$ cat src/rtl/fetch_pc_unit.sv
// rtl/fetch_pc_unit.sv - program counter and instruction-fetch sequencer
// Owns the fetch address, handshakes with instruction memory and presents words to decode.
module fetch_pc_unit #(
  parameter logic [31:0] RESET_ADDRESS = 32'h0000_0000
) (
  input  logic        clk,
  input  logic        rst,
  input  logic        shouldUseNewPC,
  input  logic [31:0] branchTo,
  output logic        imemRequest,
  output logic [31:0] imemAddress,
  input  logic        imemAck,
  input  logic [31:0] imemData,
  output logic        instructionValid,
  input  logic        instructionReady,
  output logic [31:0] instruction,
  output logic [31:0] pcAddress
);

  typedef enum logic [1:0] {
    BOOT  = 2'd0,
    REQ   = 2'd1,
    FLUSH = 2'd2,
    HOLD  = 2'd3
  } state_t;

  state_t      state;
  state_t      nextState;
  logic [31:0] fetchAddress;
  logic [31:0] pendingTarget;
  logic [31:0] instructionReg;
  logic [31:0] pcReg;
  logic [31:0] target;

  // The branch unit pre-subtracts 4, so the real target is base + 4.
  assign target = {branchTo[31:2], 2'b00} + 32'd4;

  always_ff @(posedge clk) begin
    if (!rst) begin
      state <= BOOT;
    end else begin
      state <= nextState;
    end
  end

  always_comb begin
    nextState = state;
    case (state)
      BOOT:  nextState = REQ;
      REQ: begin
        if (imemAck) begin
          nextState = shouldUseNewPC ? REQ : HOLD;
        end else if (shouldUseNewPC) begin
          nextState = FLUSH;
        end
      end
      FLUSH: begin
        if (imemAck) begin
          nextState = REQ;
        end
      end
      HOLD: begin
        if (shouldUseNewPC || instructionReady) begin
          nextState = REQ;
        end
      end
      default: nextState = BOOT;
    endcase
  end

  always_comb begin
    imemRequest      = 1'b0;
    instructionValid = 1'b0;
    case (state)
      REQ:     imemRequest      = 1'b1;
      FLUSH:   imemRequest      = 1'b1;
      HOLD:    instructionValid = 1'b1;
      default: ;
    endcase
  end

  assign imemAddress = fetchAddress;
  assign instruction = instructionReg;
  assign pcAddress   = pcReg;

  always_ff @(posedge clk) begin
    if (!rst) begin
      fetchAddress   <= RESET_ADDRESS;
      pendingTarget  <= 32'd0;
      instructionReg <= 32'd0;
      pcReg          <= RESET_ADDRESS;
    end else begin
      case (state)
        BOOT: begin
          if (shouldUseNewPC) begin
            fetchAddress <= target;
          end
        end
        REQ: begin
          if (imemAck && !shouldUseNewPC) begin
            instructionReg <= imemData;
            pcReg          <= fetchAddress;
            fetchAddress   <= fetchAddress + 32'd4;
          end else if (imemAck) begin
            fetchAddress <= target;
          end else if (shouldUseNewPC) begin
            pendingTarget <= target;
          end
        end
        FLUSH: begin
          // The outstanding word is dropped; the newest redirect wins.
          if (imemAck) begin
            fetchAddress <= shouldUseNewPC ? target : pendingTarget;
          end else if (shouldUseNewPC) begin
            pendingTarget <= target;
          end
        end
        HOLD: begin
          if (shouldUseNewPC) begin
            fetchAddress <= target;
          end
        end
        default: ;
      endcase
    end
  end

endmodule

$ cat config.mk
export PLATFORM = sky130hd
export DESIGN_NAME = fetch_pc_unit
export DESIGN_NICKNAME = d
export VERILOG_FILES = /design/src/rtl/fetch_pc_unit.sv
export SDC_FILE = /design/constraint.sdc
export NUM_CORES = 1
export LEC_CHECK = 0
export ABC_AREA = 1
export ABC_CLOCK_PERIOD_IN_PS = 2200
export BUFFER_PORTS_ARGS = -buffer_cell sky130_fd_sc_hd__buf_2
export CAP_MARGIN = 20
export CORE_ASPECT_RATIO = 0.8
export CORE_MARGIN = 3
export CORE_UTILIZATION = 25
export DETAILED_ROUTE_END_ITERATION = 7
export MAX_ROUTING_LAYER = met4
export PLACE_DENSITY_LB_ADDON = 0.15
export SYNTH_ARGS = -nofsm -noshare
export SYNTH_HDL_FRONTEND = slang
export SYNTH_SLANG_ARGS = --single-unit
export TNS_END_PERCENT = 50
$ cat constraint.sdc
create_clock -name clk -period 2.2 [get_ports clk]
set_input_delay 0.66 -clock clk [delete_from_list [all_inputs] [get_ports clk]]
set_output_delay 0.66 -clock clk [all_outputs]
set_load 0.05 [all_outputs]
### Word-level counts from Yosys, hierarchy flattened

Cells that the tools add are included.

| word-level totals | value |
|---|---|
| bits in registers | 130 |
| latch bits | 0 |
| bits in writable memories | 0 |
| ROM bits | 0 |
| input bits | 69 |
| output and inout bits | 98 |
| word-level logic and storage cells | 44 |
| memories | 0 |

| cells by class | value |
|---|---|
| $add $sub $neg | 2 |
| $mul | 0 |
| divide/modulo/power cells | 0 |
| $lt $le $gt $ge | 0 |
| equal/unequal tests | 9 |
| shifts and indexed selects | 0 |
| muxes and demuxes | 17 |
| bitwise logic cells | 0 |
| reduce and logical (&&, ||, !) cells | 11 |

Operators with widths:

| kind | count |
|---|---|
| 32-bit two-way mux | 7 |
| 32-bit one-hot mux with 3 select lines | 1 |
| 32-bit by 3-bit adder with 32-bit output, second input constant | 2 |
| 32-bit one-hot mux with 2 select lines | 1 |
| 2-bit two-way mux | 5 |
| 2-bit one-hot mux with 4 select lines | 1 |
| 2-bit inequality test, second input constant | 3 |
| 3-bit inequality test, second input constant | 2 |
| 3-bit AND reduction | 2 |
| 2-bit == test, second input constant | 2 |
| 2-bit AND reduction | 2 |
| 2-bit OR reduction | 2 |
| 2-bit by 1-bit == test with 1-bit output, second input constant | 1 |
| 2-bit logical NOT | 1 |
| 1-bit two-way mux | 2 |
| 2-bit by 1-bit inequality test with 1-bit output, second input constant | 1 |
| 2-bit nonzero test | 1 |
| 1-bit logical AND | 1 |
| 1-bit logical NOT | 1 |
| 1-bit logical OR | 1 |

### Logic depth before layout (Yosys ltp)

| logic depth | value |
|---|---|
| depth after elaboration | 5 |
| gate-level depth with buffers | 13 |
| mapped depth without buffers | 13 |

### Worst setup path after synthesis

No wires, ideal clock.

| path | value |
|---|---|
| path kind | register to register |
| start | reg fetchAddress[2], in the netlist imemAddress[2] |
| end | reg fetchAddress[26], in the netlist imemAddress[26] |
| data arrival time | 1949 ps |
| data required time | 2082 ps |
| path slack | 133 ps |
| cell stages (with the launch flop) | 11 |
| clock period less this slack | 2067 ps |
| cells stage by stage | dfxtp_1 -> ha_1 -> nand2_2 -> nor2_2 -> nand3_2 -> nor2_4 -> nand3_2 -> nor2_4 -> nand3_1 -> a21oi_1 -> nor2_1 |

| between the ends | value |
|---|---|
| word-level cells in the longest chain between the ends | 3 |

Ends and longest elaborated chain:

| what | RTL line | RTL |
|---|---|---|
| start: declaration | 29 | `logic [31:0] fetchAddress;` |
| start signal: assignment | 96 | `fetchAddress <= target;` |
| start signal: assignment | 103 | `fetchAddress <= fetchAddress + 32'd4;` |
| start signal: assignment | 105 | `fetchAddress <= target;` |
| 32-bit by 3-bit adder with 32-bit output | 103 |  |
| 32-bit two-way mux | 100 | `if (imemAck && !shouldUseNewPC) begin` |
| 32-bit one-hot mux with 3 select lines | 93 | `case (state)` |

No other way between the ends.
A chain may end at the register's enable or synchronous reset.

### Final worst setup path

| path | value |
|---|---|
| start | reg state[0] |
| end | out imemRequest |

| between the ends | value |
|---|---|
| word-level cells in the longest chain between the ends | 3 |
| elaborated cells between the ends (all ways) | 4 |
| those cells by class | 2 x eq/ne; 1 x mux; 1 x reduce/logical |

Ends and longest elaborated chain:

| what | RTL line | RTL |
|---|---|---|
| start: declaration | 27 | `state_t state;` |
| start signal: assignment | 42 | `state <= nextState;` |
| 2-bit == test or 2-bit by 1-bit == test with 1-bit output (tied branches) | 74 | `case (state)` |
| 2-bit OR reduction (no line) (*) | - |  |
| 1-bit two-way mux (*) | 74 |  |
| end: declaration | 10 | `output logic imemRequest,` |

Every way passes the cells marked *; elsewhere a longest branch is shown, timed or not.

==> flow_results.org <==
** Run status
- The flow ran to the end, and the final reports show no timing, DRC or antenna violations.

** Setup path
- Data on the critical path is required at its endpoint by ~1.5 ns.
- Data on the critical path arrives at its endpoint at 1.48 ns.
- STA classifies the critical path endpoint as an output pin.
- The worst setup path is launched from a register.
- In this run the worst path has a maximum fanout of 7.
- Setup slack on the worst reg-to-reg path comes out at 0.13 ns.
- The critical path is of the register to output pin type.

** Detailed routing
- First-pass DRT Iterations :: 5
- Post-detailed-route via-to-cell ratio :: 4.63
- 1st-iter DRT viols :: 520
- In the routed design, unresolved DRC markers number 0.
- Vias :: around 7800
- Wires add up to 26.7 mm.
- In the final routed layout, each cell accounts on average for approximately 16 µm.
- Number of nets with antenna violations after detailed routing :: 0

** Timing
- In the finished design, the share of the clock period the worst path needs comes to 97.1%.
- Worst-margin pin slew :: 0.743 ns
- Final Hold Slack :: 0.436 ns
- For the final routed database, the setup TNS stands at 0 ns.
- Number of setup violations in the final report :: 0
- Across the routed clock network, the largest skew measured is ~0.0066 ns.
- The routed design could run at a clock period as short as 2.14 ns.
- Peak clock frequency supported by timing :: approximately 470 MHz
- Number of failing hold endpoints at the final stage :: 0
- The max-slew violation total from the final report came to 0.
- Setup repair after global routing could not meet its margin everywhere.
- Tightest slew margin relative to the limit :: 50.0%

** Final layout
- Across the whole layout, storage elements account for approximately 2600 µm².
- Fraction of layout instances using a drive strength above 1 :: 23.7%
- Compared with the post-synthesis result, the final layout area differs by 32.2%.
- 0 antenna diodes ended up in the layout.
- Layout Cells excl Fill :: roughly 1700
- In the final layout, the multi-input gates occupy just under 4000 µm².
- After routing the design area is 9360 µm².
- Cells fill between 30% and 40% of the core in the end.
- Post-layout nets :: 1372
- Fill cells :: 3080

** Placement
- The HPWL after detailed placement is 20.3 mm.
- Summing all placed instances gives a cell area of 8750 µm².
- Count of buffers from port buffering :: around 160
- Routability-driven placement finished with a final weighted congestion of 0.835.
- Cell count after placement :: 1642

** Clock network
- The clock tree synthesis step divided the H-tree into 4 levels.
- At the later pin of the worst-skew pair, clock insertion delay measures 0.42 ns.
- Clock-pin slew was measured on the worst setup and hold paths at 0.06 ns.
- TritonCTS built the clock tree.
- The clock passes through at most 2 buffers.
- Num CTS Buffers :: 17
- CTS Root Cell :: clkbuf_16
- The tree built by TritonCTS fans out to 130 sinks.

** Logic synthesis
- Yosys printed 0 warnings.
- A synthesized cell averages approximately 6.5 µm².
- Most area-hungry cell type in the Yosys netlist :: dfxtp_1
- Yosys attributes the largest share of cell area to dfxtp_1, nand2_1, nor2_1.
- Share of the synthesized area in the top cell type :: 36.8%
- Post-Synthesis Cells :: around 1100
- The cell area that synthesis handed to floorplanning was slightly above 7000 µm².
- Syn nets :: 1164
- Synth Register Bits :: 130
- After synthesis, flip-flops and latches occupy a little under two fifths of the total area.
- Unique cell type count in the Yosys netlist :: 41

** Flow run
- # Max-Cap Violations :: 0

** Floorplan
- The die covers 30400 µm².
- Core Rows :: 54
- Starting Density :: 25.7%
- Core area :: around 28000 µm²
- The die is a little under 200 µm wide.
- Boundary Pins :: ~170
- Measured along the y axis, the die boundary spans 157 µm.

** Global route
- The first global-routing pass estimated 41.0 mm of wire.
- GR Overflow Total :: 0
- Entering global routing, the biggest net connects 68 pins.
- Initial antenna violation count :: 0
- Across every metal layer, demand over resource in global routing totals 17.7%.
- The via count of the first global-routing pass was 7122.

** Worst hold path
- Tightest Hold Check Type :: register to register

** Power and ir drop
- Leakage power :: 4.46 nW
- Power per cell area :: 852 nW/µm²
- Max VDD drop :: 518 µV
## stage by stage
stage,worst slack (ns),total power [mW]
3_5_place_dp,-0.0875,5.16
5_1_grt,-0.0145,8.37
3_3_place_gp,-0.0986,5.16
4_1_cts,-0.00107,8.05
6_report,0.0643,7.97
2_1_floorplan,0.133,4.24
## cell usage after synthesis
cell type / count
clkinv_1: 1
o21a_1: 3
xnor2_1: 5
buf_2: 18
a21oi_1: 80
nor3b_1: 1
nand3b_1: 12
o31ai_1: 1
nand4_1: 12
a31oi_1: 5
a221oi_1: 3
buf_1: 5
nand3_1: 54
a22o_2: 1
nor2_1: 197
o221ai_1: 1
nand3_2: 4
inv_2: 6
o22ai_1: 1
nor2_2: 7
buf_4: 2
nand2_2: 5
a21o_1: 1
nand2_4: 1
ha_1: 5
xor2_1: 15
a32oi_1: 2
dfxtp_1: 130
a21oi_2: 1
o21ai_0: 136
a22oi_1: 3
nor2_4: 9
xnor2_2: 1
or2_2: 4
nor3_1: 6
o211ai_1: 7
nand2_1: 218
o21bai_1: 2
o21ai_1: 2
clkbuf_1: 23
inv_1: 100
## kinds of logic after synthesis
family	share of synthesized area [%]
and+or+nand+nor	32.3
AOI/OAI and AO/OA	18.8
buffers and inverters	8.64
DFF	36.8
xor gates and xnor gates	2.70
adders and majority gates	0.884
## worst paths after layout
kind                                                     from  depth (start not counted)                       endpoint
worst max-delay path                    state[0]$_SDFFE_PN0P_                          5                    imemRequest
worst min-delay path            pendingTarget[1]$_SDFFE_PN0P_                          2  pendingTarget[1]$_SDFFE_PN0P_
worst max register to register          state[0]$_SDFFE_PN0P_                         11   imemAddress[15]$_SDFFE_PN0P_
worst min register to register  pendingTarget[1]$_SDFFE_PN0P_                          2  pendingTarget[1]$_SDFFE_PN0P_
## layout make-up
type | count | share of cell area (%)
multi-input combinational | 805 | 41.5
sequential | 130 | 27.9
timing repair buffer | 237 | 15.4
tap | 364 | 4.87
clock buffer | 19 | 4.63
inverter | 107 | 4.32
clock inverter | 13 | 1.46
## state kept, by name (all words and copies together), names as in the netlist
name,flops
instruction,32
pcAddress,32
pendingTarget,32
imemAddress,32
state,2
## cells in the final DEF (no fill, tap or decap), types with 7 or more instances in the layout
cell       netlist  routed
nor2_4           9       9
buf_2           18     163
buf_4            2      67
nand3b_1        12      12
o211ai_1         7       7
nand4_1         12      12
nand3_1         54      54
o21ai_0        136     136
a21oi_1         80      80
xor2_1          15      15
inv_1          100      98
clkbuf_16        0      17
nand2_1        218     218
nor2_2           7       7
dfxtp_1        130     129
inv_2            6       7
nor2_1         197     197
## critical path: stages (launching register included)
cell and delay [ns]:
dfxtp_4 0.36, inv_2 0.04, ha_4 0.31, inv_4 0.06, buf_4 0.13, buf_6 0.14
## power by group
group	leakage [nW]	switching (mW)	internal, mW
logic	3.13	1.63	0.725
clock network	0.269	1.17	1.67
registers	1.06	0.208	2.57
total	4.46	3.00	4.96
## layer usage
metal | track usage (%) | vias up | part of all wire [%]
met5 | - | - | 0
met3 | 3.38 | 21 | 4.1
met1 | 25.2 | 3591 | 51
met4 | 4.00 | 0 | 1.3
li1 | - | 3968 | -
met2 | 26.0 | 182 | 43
## timing repair
item | CTS | global route
cloned | 0 | 0
hold buffers | 0 | 0
pin swaps | 1 | 1
resized for setup | 8 | 3
buffers inserted | 0 | 1
endpoints found under the setup margin | 40 | 34
Power figures use the tool's default switching activity.
